===== config.mk =====
export PLATFORM = sky130hd
export DESIGN_NAME = uart_tx_arbiter
export DESIGN_NICKNAME = d
export VERILOG_FILES = /design/src/rtl/uart_tx_arbiter.sv
export SDC_FILE = /design/constraint.sdc
export NUM_CORES = 1
export LEC_CHECK = 0
export CAP_MARGIN = 10
export CORE_MARGIN = 3
export CORE_UTILIZATION = 45
export CTS_CLUSTER_DIAMETER = 120
export DETAILED_ROUTE_END_ITERATION = 6
export GPL_TIMING_DRIVEN = 0
export PLACE_DENSITY = 0.65
export SETUP_SLACK_MARGIN = 0.4
export SYNTH_ARGS = -nofsm -noshare
export SYNTH_HDL_FRONTEND = slang
export SYNTH_SLANG_ARGS = --single-unit

===== constraint.sdc =====
create_clock -name clk -period 3.1 [get_ports clk]
set_input_delay 0.62 -clock clk [delete_from_list [all_inputs] [get_ports clk]]
set_output_delay 0.62 -clock clk [all_outputs]
set_load 0.02 [all_outputs]

===== src/rtl/uart_tx_arbiter.sv =====
// uart_tx_arbiter: shares one uart_tx between a CPU byte source and a
// debug/trace byte source, each buffered in its own DEPTH-entry FIFO.
// A round-robin scheduler pops one byte at a time and runs the
// tx_en / tx_busy handshake, with a timeout if tx_busy never rises.
//
// Ports:
//   clk, rst                  clock, async active-high reset
//   cpu_wr_en, cpu_wr_data    CPU FIFO push
//   dbg_wr_en, dbg_wr_data    debug FIFO push
//   ovf_clr                   clears cpu_ovf, dbg_ovf and ack_err
//   cpu_full, dbg_full        registered FIFO-full flags
//   cpu_level                 registered CPU FIFO occupancy
//   idle                      FSM idle and both FIFOs empty
//   cpu_ovf, dbg_ovf          sticky dropped-write flags
//   ack_err                   sticky launch-timeout flag
//   tx_en, tx_data            start pulse and byte to uart_tx
//   tx_busy                   uart_tx busy
module uart_tx_arbiter #(
  parameter int DEPTH       = 4,
  parameter int ACK_TIMEOUT = 4
) (
  input  logic                   clk,
  input  logic                   rst,
  input  logic                   cpu_wr_en,
  input  logic [7:0]             cpu_wr_data,
  input  logic                   dbg_wr_en,
  input  logic [7:0]             dbg_wr_data,
  input  logic                   ovf_clr,
  output logic                   cpu_full,
  output logic                   dbg_full,
  output logic [$clog2(DEPTH):0] cpu_level,
  output logic                   idle,
  output logic                   cpu_ovf,
  output logic                   dbg_ovf,
  output logic                   ack_err,
  output logic                   tx_en,
  output logic [7:0]             tx_data,
  input  logic                   tx_busy
);

  localparam int AW = $clog2(DEPTH);
  localparam int PW = AW + 1;
  localparam int CW = $clog2(ACK_TIMEOUT + 1);

  typedef enum logic [1:0] {
    S_IDLE,
    S_LAUNCH,
    S_ACK,
    S_DRAIN
  } state_t;

  state_t          r_state;
  state_t          w_state_n;
  logic [CW-1:0]   r_cnt;
  logic [CW-1:0]   w_cnt_n;
  logic            r_last_dbg;

  logic [7:0]      r_cpu_mem [DEPTH];
  logic [7:0]      r_dbg_mem [DEPTH];
  logic [PW-1:0]   r_cpu_wp;
  logic [PW-1:0]   r_cpu_rp;
  logic [PW-1:0]   r_dbg_wp;
  logic [PW-1:0]   r_dbg_rp;

  logic            r_cpu_full;
  logic            r_dbg_full;
  logic [PW-1:0]   r_cpu_level;
  logic            r_idle;
  logic            r_cpu_ovf;
  logic            r_dbg_ovf;
  logic            r_ack_err;
  logic            r_tx_en;
  logic [7:0]      r_tx_data;

  logic            w_cpu_empty;
  logic            w_dbg_empty;
  logic            w_cpu_push;
  logic            w_dbg_push;
  logic            w_cpu_drop;
  logic            w_dbg_drop;
  logic            w_pop_cpu;
  logic            w_pop_dbg;
  logic            w_launch;
  logic            w_timeout;
  logic [7:0]      w_head;
  logic [PW-1:0]   w_cpu_wp_n;
  logic [PW-1:0]   w_cpu_rp_n;
  logic [PW-1:0]   w_dbg_wp_n;
  logic [PW-1:0]   w_dbg_rp_n;
  logic            w_cpu_full_n;
  logic            w_dbg_full_n;
  logic            w_idle_n;

  assign w_cpu_empty = (r_cpu_wp == r_cpu_rp);
  assign w_dbg_empty = (r_dbg_wp == r_dbg_rp);

  // Full is judged on the registered flag, so a write to a full FIFO
  // is dropped even when the scheduler frees a slot this same cycle.
  assign w_cpu_push = cpu_wr_en & ~r_cpu_full;
  assign w_dbg_push = dbg_wr_en & ~r_dbg_full;
  assign w_cpu_drop = cpu_wr_en & r_cpu_full;
  assign w_dbg_drop = dbg_wr_en & r_dbg_full;

  always_comb begin
    w_state_n = r_state;
    w_cnt_n   = r_cnt;
    w_pop_cpu = 1'b0;
    w_pop_dbg = 1'b0;
    w_launch  = 1'b0;
    w_timeout = 1'b0;
    unique case (r_state)
      S_IDLE: begin
        if (!tx_busy && !(w_cpu_empty && w_dbg_empty)) begin
          w_launch  = 1'b1;
          w_state_n = S_LAUNCH;
          // On a tie the source that did not win last time goes.
          if (!w_cpu_empty && (w_dbg_empty || r_last_dbg)) begin
            w_pop_cpu = 1'b1;
          end else begin
            w_pop_dbg = 1'b1;
          end
        end
      end
      S_LAUNCH: begin
        w_state_n = S_ACK;
        w_cnt_n   = CW'(ACK_TIMEOUT);
      end
      S_ACK: begin
        if (tx_busy) begin
          w_state_n = S_DRAIN;
        end else if (r_cnt <= CW'(1)) begin
          // Counter reaches zero on this cycle: give up.
          w_timeout = 1'b1;
          w_state_n = S_IDLE;
        end else begin
          w_cnt_n = r_cnt - CW'(1);
        end
      end
      S_DRAIN: begin
        if (!tx_busy) begin
          w_state_n = S_IDLE;
        end
      end
      default: begin
        w_state_n = S_IDLE;
      end
    endcase
  end

  assign w_head = w_pop_cpu ? r_cpu_mem[r_cpu_rp[AW-1:0]]
                            : r_dbg_mem[r_dbg_rp[AW-1:0]];

  assign w_cpu_wp_n = r_cpu_wp + PW'(w_cpu_push);
  assign w_cpu_rp_n = r_cpu_rp + PW'(w_pop_cpu);
  assign w_dbg_wp_n = r_dbg_wp + PW'(w_dbg_push);
  assign w_dbg_rp_n = r_dbg_rp + PW'(w_pop_dbg);

  // Same index with differing wrap bit means full.
  assign w_cpu_full_n = (w_cpu_wp_n[AW] != w_cpu_rp_n[AW]) &&
                        (w_cpu_wp_n[AW-1:0] == w_cpu_rp_n[AW-1:0]);
  assign w_dbg_full_n = (w_dbg_wp_n[AW] != w_dbg_rp_n[AW]) &&
                        (w_dbg_wp_n[AW-1:0] == w_dbg_rp_n[AW-1:0]);

  assign w_idle_n = (w_state_n == S_IDLE) &&
                    (w_cpu_wp_n == w_cpu_rp_n) &&
                    (w_dbg_wp_n == w_dbg_rp_n);

  always_ff @(posedge clk) begin
    if (w_cpu_push) begin
      r_cpu_mem[r_cpu_wp[AW-1:0]] <= cpu_wr_data;
    end
    if (w_dbg_push) begin
      r_dbg_mem[r_dbg_wp[AW-1:0]] <= dbg_wr_data;
    end
  end

  always_ff @(posedge clk or posedge rst) begin
    if (rst) begin
      r_state     <= S_IDLE;
      r_cnt       <= '0;
      r_last_dbg  <= 1'b1;
      r_cpu_wp    <= '0;
      r_cpu_rp    <= '0;
      r_dbg_wp    <= '0;
      r_dbg_rp    <= '0;
      r_cpu_full  <= 1'b0;
      r_dbg_full  <= 1'b0;
      r_cpu_level <= '0;
      r_idle      <= 1'b1;
      r_cpu_ovf   <= 1'b0;
      r_dbg_ovf   <= 1'b0;
      r_ack_err   <= 1'b0;
      r_tx_en     <= 1'b0;
      r_tx_data   <= 8'h00;
    end else begin
      r_state     <= w_state_n;
      r_cnt       <= w_cnt_n;
      r_cpu_wp    <= w_cpu_wp_n;
      r_cpu_rp    <= w_cpu_rp_n;
      r_dbg_wp    <= w_dbg_wp_n;
      r_dbg_rp    <= w_dbg_rp_n;
      r_cpu_full  <= w_cpu_full_n;
      r_dbg_full  <= w_dbg_full_n;
      r_cpu_level <= w_cpu_wp_n - w_cpu_rp_n;
      r_idle      <= w_idle_n;
      // A new event outranks a clear in the same cycle.
      r_cpu_ovf   <= w_cpu_drop | (r_cpu_ovf & ~ovf_clr);
      r_dbg_ovf   <= w_dbg_drop | (r_dbg_ovf & ~ovf_clr);
      r_ack_err   <= w_timeout | (r_ack_err & ~ovf_clr);
      r_tx_en     <= w_launch;
      if (w_pop_cpu) begin
        r_last_dbg <= 1'b0;
      end else if (w_pop_dbg) begin
        r_last_dbg <= 1'b1;
      end
      if (w_launch) begin
        r_tx_data <= w_head;
      end
    end
  end

  assign cpu_full  = r_cpu_full;
  assign dbg_full  = r_dbg_full;
  assign cpu_level = r_cpu_level;
  assign idle      = r_idle;
  assign cpu_ovf   = r_cpu_ovf;
  assign dbg_ovf   = r_dbg_ovf;
  assign ack_err   = r_ack_err;
  assign tx_en     = r_tx_en;
  assign tx_data   = r_tx_data;

endmodule


Yosys cells after proc, flatten, opt, wreduce, memory -nomap -nowiden
Memory sizes are Yosys's and may differ from the RTL's.
Index checks and enable logic that the tools add are counted.

cells by class
  add/subtract/negate cells = 6
  magnitude comparators = 1
  equal/unequal tests = 13
  muxes and demuxes = 26
  bitwise gates (word level) = 13
  reduce and logical (&&, ||, !) cells = 16

operator list
  cell                   count
  $mux W1                17
  $add A3 B1 Y3          4
  $eq A3 B3 Y1           4
  $mux W2                4
  $mux W8                1
  $pmux W2 S4            1
  $and A1 B1 Y1          7
  $logic_and A1 B1 Y1    7
  $mux W3                2
  $pmux W3 S2            1
  $eq A2 B2 Y1           2
  $eq A2 B2 Y1 const B   2
  $logic_not A2 Y1       2
  $ne A2 B2 Y1 const B   2
  $reduce_bool A2 Y1     2
  $le A3 B1 Y1 const B   1
  $logic_not A1 Y1       3
  $not A1 Y1             3
  $or A1 B1 Y1           3
  $reduce_and A3 Y1      1
  $sub A3 B1 Y3 const B  1
  $sub A3 B3 Y3          1
  $eq A2 B1 Y1 const B   1
  $ne A1 B1 Y1           2
  $logic_or A1 B1 Y1     1

word-level totals
  bits in registers = 36
  memory bits (writable) = 64
  input port bits = 22
  output and inout port bits = 18
  memories kept = 2

memory list
  name       depth  width  rd ports  clocked after memory_dff  wr ports  line  text
  r_cpu_mem  4      8      1         0                         1         58    logic [7:0] r_cpu_mem [DEPTH];
  r_dbg_mem  4      8      1         0                         1         59    logic [7:0] r_dbg_mem [DEPTH];

Longest topological paths before layout
Gate-level depths: netlist of the first run.

  depth after elaboration = 10
  gate-level depth with buffers = 13
  depth with buffers taken out = 11

Worst setup path before layout of the first run
No wires, ideal clock.

  path type = input to register
  start = input port tx_busy
  end = register r_idle, in the netlist idle
  setup time = 0.101 ns
  arrival = 2.568 ns
  slack = 0.431 ns
  cell stages on the path = 12
  buffers on the path = 1
  path through = inv_1 nand3_1 clkbuf_1 nor3_1 ha_1 ha_1 inv_1 ha_1 nand2_1 nor3_1 nand3_1 nor4b_1

between the ends
  longest elaborated chain between the ends = 8

RTL lines
  item                     line  text
  start: declaration       38    input logic tx_busy
  $logic_not A1 Y1         --
  $logic_and A1 B1 Y1      113   if (!tx_busy && !(w_cpu_empty && w_dbg_empty)) begin
  $mux W1                  113
  $mux W1                  111   unique case (r_state)
  $add A3 B1 Y3            154   assign w_cpu_rp_n = r_cpu_rp + PW'(w_pop_cpu);
  named net w_cpu_rp_n[1]  87    logic [PW-1:0] w_cpu_rp_n;
  $eq A3 B3 Y1             165   (w_cpu_wp_n == w_cpu_rp_n) &&
  $logic_and A1 B1 Y1      164   assign w_idle_n = (w_state_n == S_IDLE) &&
  $logic_and A1 B1 Y1      165
  named net w_idle_n       92    logic w_idle_n;
  end signal: assignment   205   r_idle <= w_idle_n;
  end: declaration         68    logic r_idle;

The timed path passes the listed nets, and every way through them passes these cells.
A chain may end at the register's enable or synchronous reset.

Final worst setup path of the first run
  start = register r_dbg_rp[0]
  end = register r_idle, in the netlist idle

RTL lines
  item                                                              line      text
  start: declaration                                                63        logic [PW-1:0] r_dbg_rp;
  start signal: assignment                                          201       r_dbg_rp <= w_dbg_rp_n;
  $eq A3 B3 Y1                                                      95        assign w_dbg_empty = (r_dbg_wp == r_dbg_rp);
  $logic_or A1 B1 Y1 / $logic_and A1 B1 Y1 (equally long branches)  117, 113
  $logic_and A1 B1 Y1 / $logic_not A1 Y1 (equally long branches)    117, 113
  $mux W1 / $logic_and A1 B1 Y1 (equally long branches)             117, 113
  $mux W1                                                           113
  $mux W1                                                           111
  $add A3 B1 Y3 (*)                                                 156       assign w_dbg_rp_n = r_dbg_rp + PW'(w_pop_dbg);
  named net w_dbg_rp_n[1]                                           89        logic [PW-1:0] w_dbg_rp_n;
  $eq A3 B3 Y1 (*)                                                  166       (w_dbg_wp_n == w_dbg_rp_n);
  $logic_and A1 B1 Y1 (*)                                           165
  named net w_idle_n                                                92

The timed path passes the listed nets; every way through them passes the cells marked *.

==> flow_summary.ini, run 1 <==
[outcome]
status = finished, final reports clean

[setup_path]
cp-start-kind = flip-flop
worst-path-buf-inv = 2
crit_type = reg -> reg
r2r_end = idle$_DFF_PP1_
crit_start = r_dbg_rp[0]$_DFF_PP0_
crit-reg2reg-launch = r_dbg_rp[0]$_DFF_PP0_
path_cells = buf_8, xnor2_2, and3_1, buf_4, a211oi_4, ha_2, ha_4, xor2_2, nor3_2, nand3_1, nor4b_2
crit_family = simple AND/OR/NAND/NOR gates
rrSetupSlack_ps = 490
worst_ep_required_time_ps = 3380
cpMaxStageDelayCell = dfrtp_1
reg2regPathDepth = 11
endpoint_kind = flip-flop
crit_arrival_ps = 2890
path_max_fanout = 7
crit_path_max_incr_delay_ps = 430

[global_routing]
grtUsageTotal_pct = 15.2
first_global_vias = 2359
grt_max_degree = 20
antenna_found_initial = 0
grt_overflow = 0
grt_pass1_wl_um = 11800

[logic_synthesis]
ys_top_cells_by_area = edfxtp_1 (46%), dfrtp_1 (20%), mux4_1 (6.9%)
synthDistinctLibCells = 42
postSynthCellCount = 248
synth_top_area_share_pct = 46.1
syn_nets = 283
async_reset_ff_share_pct = 36.0
synth_top_cell_by_area = edfxtp_1
synth_seq_area_share_pct = 67.8
ys.flop_type = edfxtp_1
syn_area_mm2 = 0.00417
ys_ff_latch = 100
synth_edf_count = 64
avgSynthCellArea_um2 = 16.8
ys_warn_count = 0

[worst_hold_path]
hold_path_end = ack_err$_DFF_PP0_
hp-class = reg -> reg
min_from = ack_err$_DFF_PP0_
whs_path_depth = 2

[layout]
drive_gt1_share_pct = 23.3
syn_to_final_growth_pct = 25.4
antennaDiodeCount = 0
fin_util_pct = 59.1
instances_no_fill = 430
num-fill-cells = 669
multiInputGateArea_mm2 = 0.00135
regArea_mm2 = 0.00283
nets = 352

[clocking]
cts-root-buf = clkbuf_8
cts_sinks = 100
cts_tree = built
numCtsBuffers = 9
clk_path_buf_depth = 2
path_clk_slew_ps = 100
clk_latency_ps = 360
htreeDepth = 3

[floorplanning]
design.core.area_mm2 = 0.00885
core.rowCount = 34
die_area_mm2 = 0.0105
initial_core_util_pct = 47.1
fp.dieW_um = 102
io-pin-count = 40
die_h_um = 102

[routing]
routedWlPerCell_um = 17.5
vias_per_cell = 5.37
drt_iter0_markers = 81
post-route-drc-count = 0
drt_first_pass_iters = 4
antenna_left = 0
vias = 2310
wirelength_um = 7530

[placement]
hpwl_um = 5070
gp_congestion = 0.799
portBuffers = 39
dp_cells = 398

[power]
ir_worst_vdd_mv = 0.453
switching_share_pct = 35.9
p_int_mw = 3.22
power.total_mw = 5.03
pwr-share-seq_pct = 40.3
power_density_mw_per_mm2 = 962
power_frac_comb_pct = 44.2
p_leak_nw = 2.02
p_switching_mw = 1.81
clock_power_share_pct = 15.5

[timing]
fmax_ghz = 0.383
setup_viol = 0
fin_skew_ps = 11.5
finalSetupTns_ps = 0
drv_slew = 0
worst_pin_slew_ps = 834
hold_violations = 0
relSlewSlack_pct = 44.3
post-route-period-util_pct = 84.2
min_period_ps = 2610
rsz0062_at_grt = no

[job]
cap_viol_max_count = 0
## worst reg2reg max path, delay by kind of cell (launching register included)
family	cells	cell delay, ps
AND/OR/NAND/NOR	4	720
adder cells (fa/ha/maj)	2	470
flip-flops	1	430
XOR/XNOR	2	330
buffers and inverters	2	290
AO/OA/AOI/OAI	1	290
## power groups by stage
stage	Combinational [mW]	Sequential, mW	Clock, mW
5_1_grt	2.42	2.07	0.859
3_3_place_gp	1.78	2.01	0
4_1_cts	1.90	2.01	0.796
3_5_place_dp	1.82	2.03	0
6_report	2.22	2.03	0.779
2_1_floorplan	1.17	2.09	0
## kinds of logic after synthesis
logic type / synth area share [%]
AO/OA/AOI/OAI: 5.85
XOR/XNOR: 3.15
adder cells (fa/ha/maj): 4.08
buffers and inverters: 3.75
flip-flops: 67.8
multiplexers: 9.63
AND/OR/NAND/NOR: 5.76
## cell type report
type                    count  area share [%]
well taps                 108            2.58
plain buffers              10            2.08
multi-input cells         118            25.8
clock inverters             7            1.12
repair buffers             58            10.5
inverters                  20            1.48
clock buffers               9            2.37
flip-flops and latches    100            54.1
## placed cells by master (no fill, tap or decap), drive strengths merged, types with 3 or more instances in the layout
cell and n:
edfxtp 64, clkdlybuf4s50 38, dfrtp 34, buf 28
inv 23, mux4 16, ha 12, clkbuf 10
nand2 9, xnor2 9, nor2 6, a211oi 6
xor2 6, a21oi 5, a2111oi 5, nor4 5
and3 4, nor4b 4, clkinv 4, o21ai 3
a221o 3, nor3 3, nand3 3
## cells in the mapped netlist, types with 4 or more instances
master / n
a2111oi_0: 5
a211oi_1: 5
a21oi_1: 5
buf_6: 5
dfrtp_1: 34
edfxtp_1: 64
ha_1: 12
inv_1: 20
mux4_1: 11
mux4_2: 5
nand2_1: 9
nor2_1: 6
nor4_1: 5
nor4b_1: 4
xnor2_1: 9
xor2_1: 6
## metrics by stage
stage | cell area (um^2) | setup WS [ps] | hold WS (ps)
2_1_floorplan | 4170 | 431 | 491
4_1_cts | 4980 | 419 | 510
6_report | 5230 | 490 | 500
3_5_place_dp | 4730 | -570 | 479
3_3_place_gp | 4690 | -553 | 484
5_1_grt | 5230 | 323 | 529
## worst max-delay path by stage
| stage | depth (start not counted) | end | slack (ps) |
|---|---|---|---|
| detailed placement | 13 | idle$_DFF_PP1_ | -570 |
| CTS | 10 | idle$_DFF_PP1_ | 420 |
| global route | 11 | idle$_DFF_PP1_ | 320 |
| global placement | 13 | idle$_DFF_PP1_ | -550 |
| finish | 11 | idle$_DFF_PP1_ | 490 |
| floorplan | 12 | idle$_DFF_PP1_ | 430 |
## state kept, by name, indices dropped and copies added, names as in the netlist, 2 cells and up
name       flops
r_dbg_wp       3
r_cnt          3
cpu_level      3
r_cpu_wp       3
r_dbg_rp       3
r_dbg_mem     32
r_state        2
r_cpu_mem     32
r_cpu_rp       3
tx_data        8
## repair_timing
item                                    4_1_cts  5_1_grt
endpoints found under the hold margin         0        0
pin swaps                                     1        6
gates cloned                                  0        0
hold buffers                                  0        0
resized for setup                            14       24
endpoints found under the setup margin        4        2
setup buffers                                 0       16
## per-layer routing
metal,vias up,wire (um),global-route usage [%]
met5,-,0,0
met4,0,64,3.94
met3,5,312,4.85
met2,48,3890,25.0
met1,1154,3260,19.8
li1,1103,-,-
No activity file was read; power rests on OpenSTA's default activity.
==> run 2, diff against run 1 <==
--- a/config.mk
+++ b/config.mk
@@ -11,7 +11,7 @@
 export CTS_CLUSTER_DIAMETER = 120
 export DETAILED_ROUTE_END_ITERATION = 6
 export GPL_TIMING_DRIVEN = 0
-export PLACE_DENSITY = 0.65
+export PLACE_DENSITY = 0.68
 export SETUP_SLACK_MARGIN = 0.4
 export SYNTH_ARGS = -nofsm -noshare
 export SYNTH_HDL_FRONTEND = slang
==> constraint.sdc (replaced) <==
create_clock -name clk -period 2.1 [get_ports clk]
set_input_delay 0.42 -clock clk [delete_from_list [all_inputs] [get_ports clk]]
set_output_delay 0.42 -clock clk [all_outputs]
set_load 0.02 [all_outputs]
==> flow_summary.ini, run 2 (synthesis results as in run 1) <==
[layout]
mostFrequentLayoutCell = edfxtp_1
nets = 366
syn_to_final_growth_pct = 34.6
antennaDiodeCount = 0
final_cell_mix = edfxtp_1 (64), dfrtp_1 (28), buf_4 (22), clkdlybuf4s50_1 (20), dlygate4sd2_1 (19)
instances_no_fill = 444
drive_gt1_share_pct = 33.9
fin_area_mm2 = 0.00561

[clocking]
path_clk_slew_ps = 100
cts-root-buf = clkbuf_8
cts_tree = built
hold_buffers = 0
htreeDepth = 3
clk_latency_ps = 370
numCtsBuffers = 9
cts_sinks = 100
clk_path_buf_depth = 2

[worst_hold_path]
hp-class = in -> async

[global_routing]
grt_pass1_wl_um = 12700
antenna_found_initial = 0
grtUsageTotal_pct = 16.4
first_global_vias = 2463
grt_max_degree = 24
grt_overflow = 0

[routing]
drt_first_pass_iters = 4
vias = 2420
drt_iter0_markers = 79
wirelength_um = 8230
post-route-drc-count = 0
antenna_left = 0
routedWlPerCell_um = 18.5
vias_per_cell = 5.45

[timing]
fin_ws_ps = -273
fin_skew_ps = 11.9
drv_slew = 0
fmax_ghz = 0.421
min_period_ps = 2370
post-route-period-util_pct = 113
relSlewSlack_pct = 57.3
finalSetupTns_ps = -646
setup_viol = 6
hold_violations = 0
rsz0062_at_grt = yes
worst_pin_slew_ps = 624

[floorplanning]
design.core.area_mm2 = 0.00885
fp.dieW_um = 102
die_h_um = 102
initial_core_util_pct = 47.1
die_area_mm2 = 0.0105
io-pin-count = 40
core.rowCount = 34

[setup_path]
worst-path-buf-inv = 2
path_max_fanout = 2
path_common_cell = ha_4
cpMaxStageDelayCell = dfrtp_2
worst_ep_required_time_ps = 2380
path_cells = xnor2_2, and3_4, buf_6, nor3_4, ha_4, ha_4, inv_2, ha_4, nand2_4, nor3_2, nand3_1, nor4b_2
crit_family = simple AND/OR/NAND/NOR gates
crit_arrival_ps = 2650
crit_path_max_incr_delay_ps = 440
cp-start-kind = flip-flop
endpoint_kind = flip-flop
crit_type = reg -> reg

[power]
power_frac_comb_pct = 48.2
pwr-share-seq_pct = 35.9
power_density_mw_per_mm2 = 1510
power.total_mw = 8.50
clock_power_share_pct = 15.9
switching_share_pct = 35.4
p_int_mw = 5.49
p_switching_mw = 3.01
p_leak_nw = 2.18
ir_worst_vdd_mv = 0.696

[placement]
placed_cell_area_mm2 = 0.00491
hpwl_um = 5120
gp_congestion = 0.754
pre_cts_ws_ps = -925
portBuffers = 39
dp_cells = 397

[outcome]
status = complete, but fails checks
violations = negative setup slack

[job]
cap_viol_max_count = 0
==> run 2: per-layer routing <==
layer  GRT usage, %  vias to the layer above  part of all wire (%)
met5              0                        -                     0
met3           5.26                       20                   4.9
met4           6.16                        0                   2.9
met2           25.8                       62                    49
li1               -                     1120                     -
met1           21.5                     1218                    44
==> run 2: final cells by class <==
type                       count  area [um^2]
timing repair buffer          72          681
multi-input combinational    118         1550
fill                         634         3240
tap                          108          135
clock inverter                 6         93.8
sequential                   100         2830
clock buffer                  10          128
buffer                        10          113
inverter                      20         77.6
==> run 2: what timing repair did <==
action | CTS | global route
gates cloned | 1 | 0
endpoints found under the hold margin | 0 | 0
setup buffers | 22 | 8
endpoints found under the setup margin | 101 | 63
pin swaps | 20 | 5
gates resized for setup | 57 | 19
==> run 2: metrics by stage <==
step | hold WS, ps | utilization [%]
after floorplan | 491 | -
after global placement | 474 | 55.1
after detailed placement | 470 | 55.5
after CTS | 436 | 61.6
after global routing | 453 | 63.4
final | 423 | 63.4
==> run 2: worst paths after layout <==
check | endpoint | startpoint | slack (ps) | cells after the start
setup / recovery | idle$_DFF_PP1_ | r_cpu_rp[2]$_DFF_PP0_ | -270 | 12
setup reg to reg | idle$_DFF_PP1_ | r_cpu_rp[2]$_DFF_PP0_ | -270 | 12
hold reg to reg | ack_err$_DFF_PP0_ | ack_err$_DFF_PP0_ | 490 | 2
max in group asynchronous | idle$_DFF_PP1_ | rst | 1060 | 3
hold / removal | cpu_ovf$_DFF_PP0_ | rst | 420 | 2
min in group clk | ack_err$_DFF_PP0_ | tx_busy | 460 | 2
==> run 2: power groups by stage <==
stage / registers [mW] / logic (mW) / clock network [mW]
CTS: 3.02 / 3.72 / 1.37
floorplan: 3.12 / 2.08 / 0
global route: 3.11 / 4.41 / 1.46
finish: 3.05 / 4.10 / 1.35
global placement: 3.02 / 2.99 / 0
detailed placement: 3.04 / 3.05 / 0
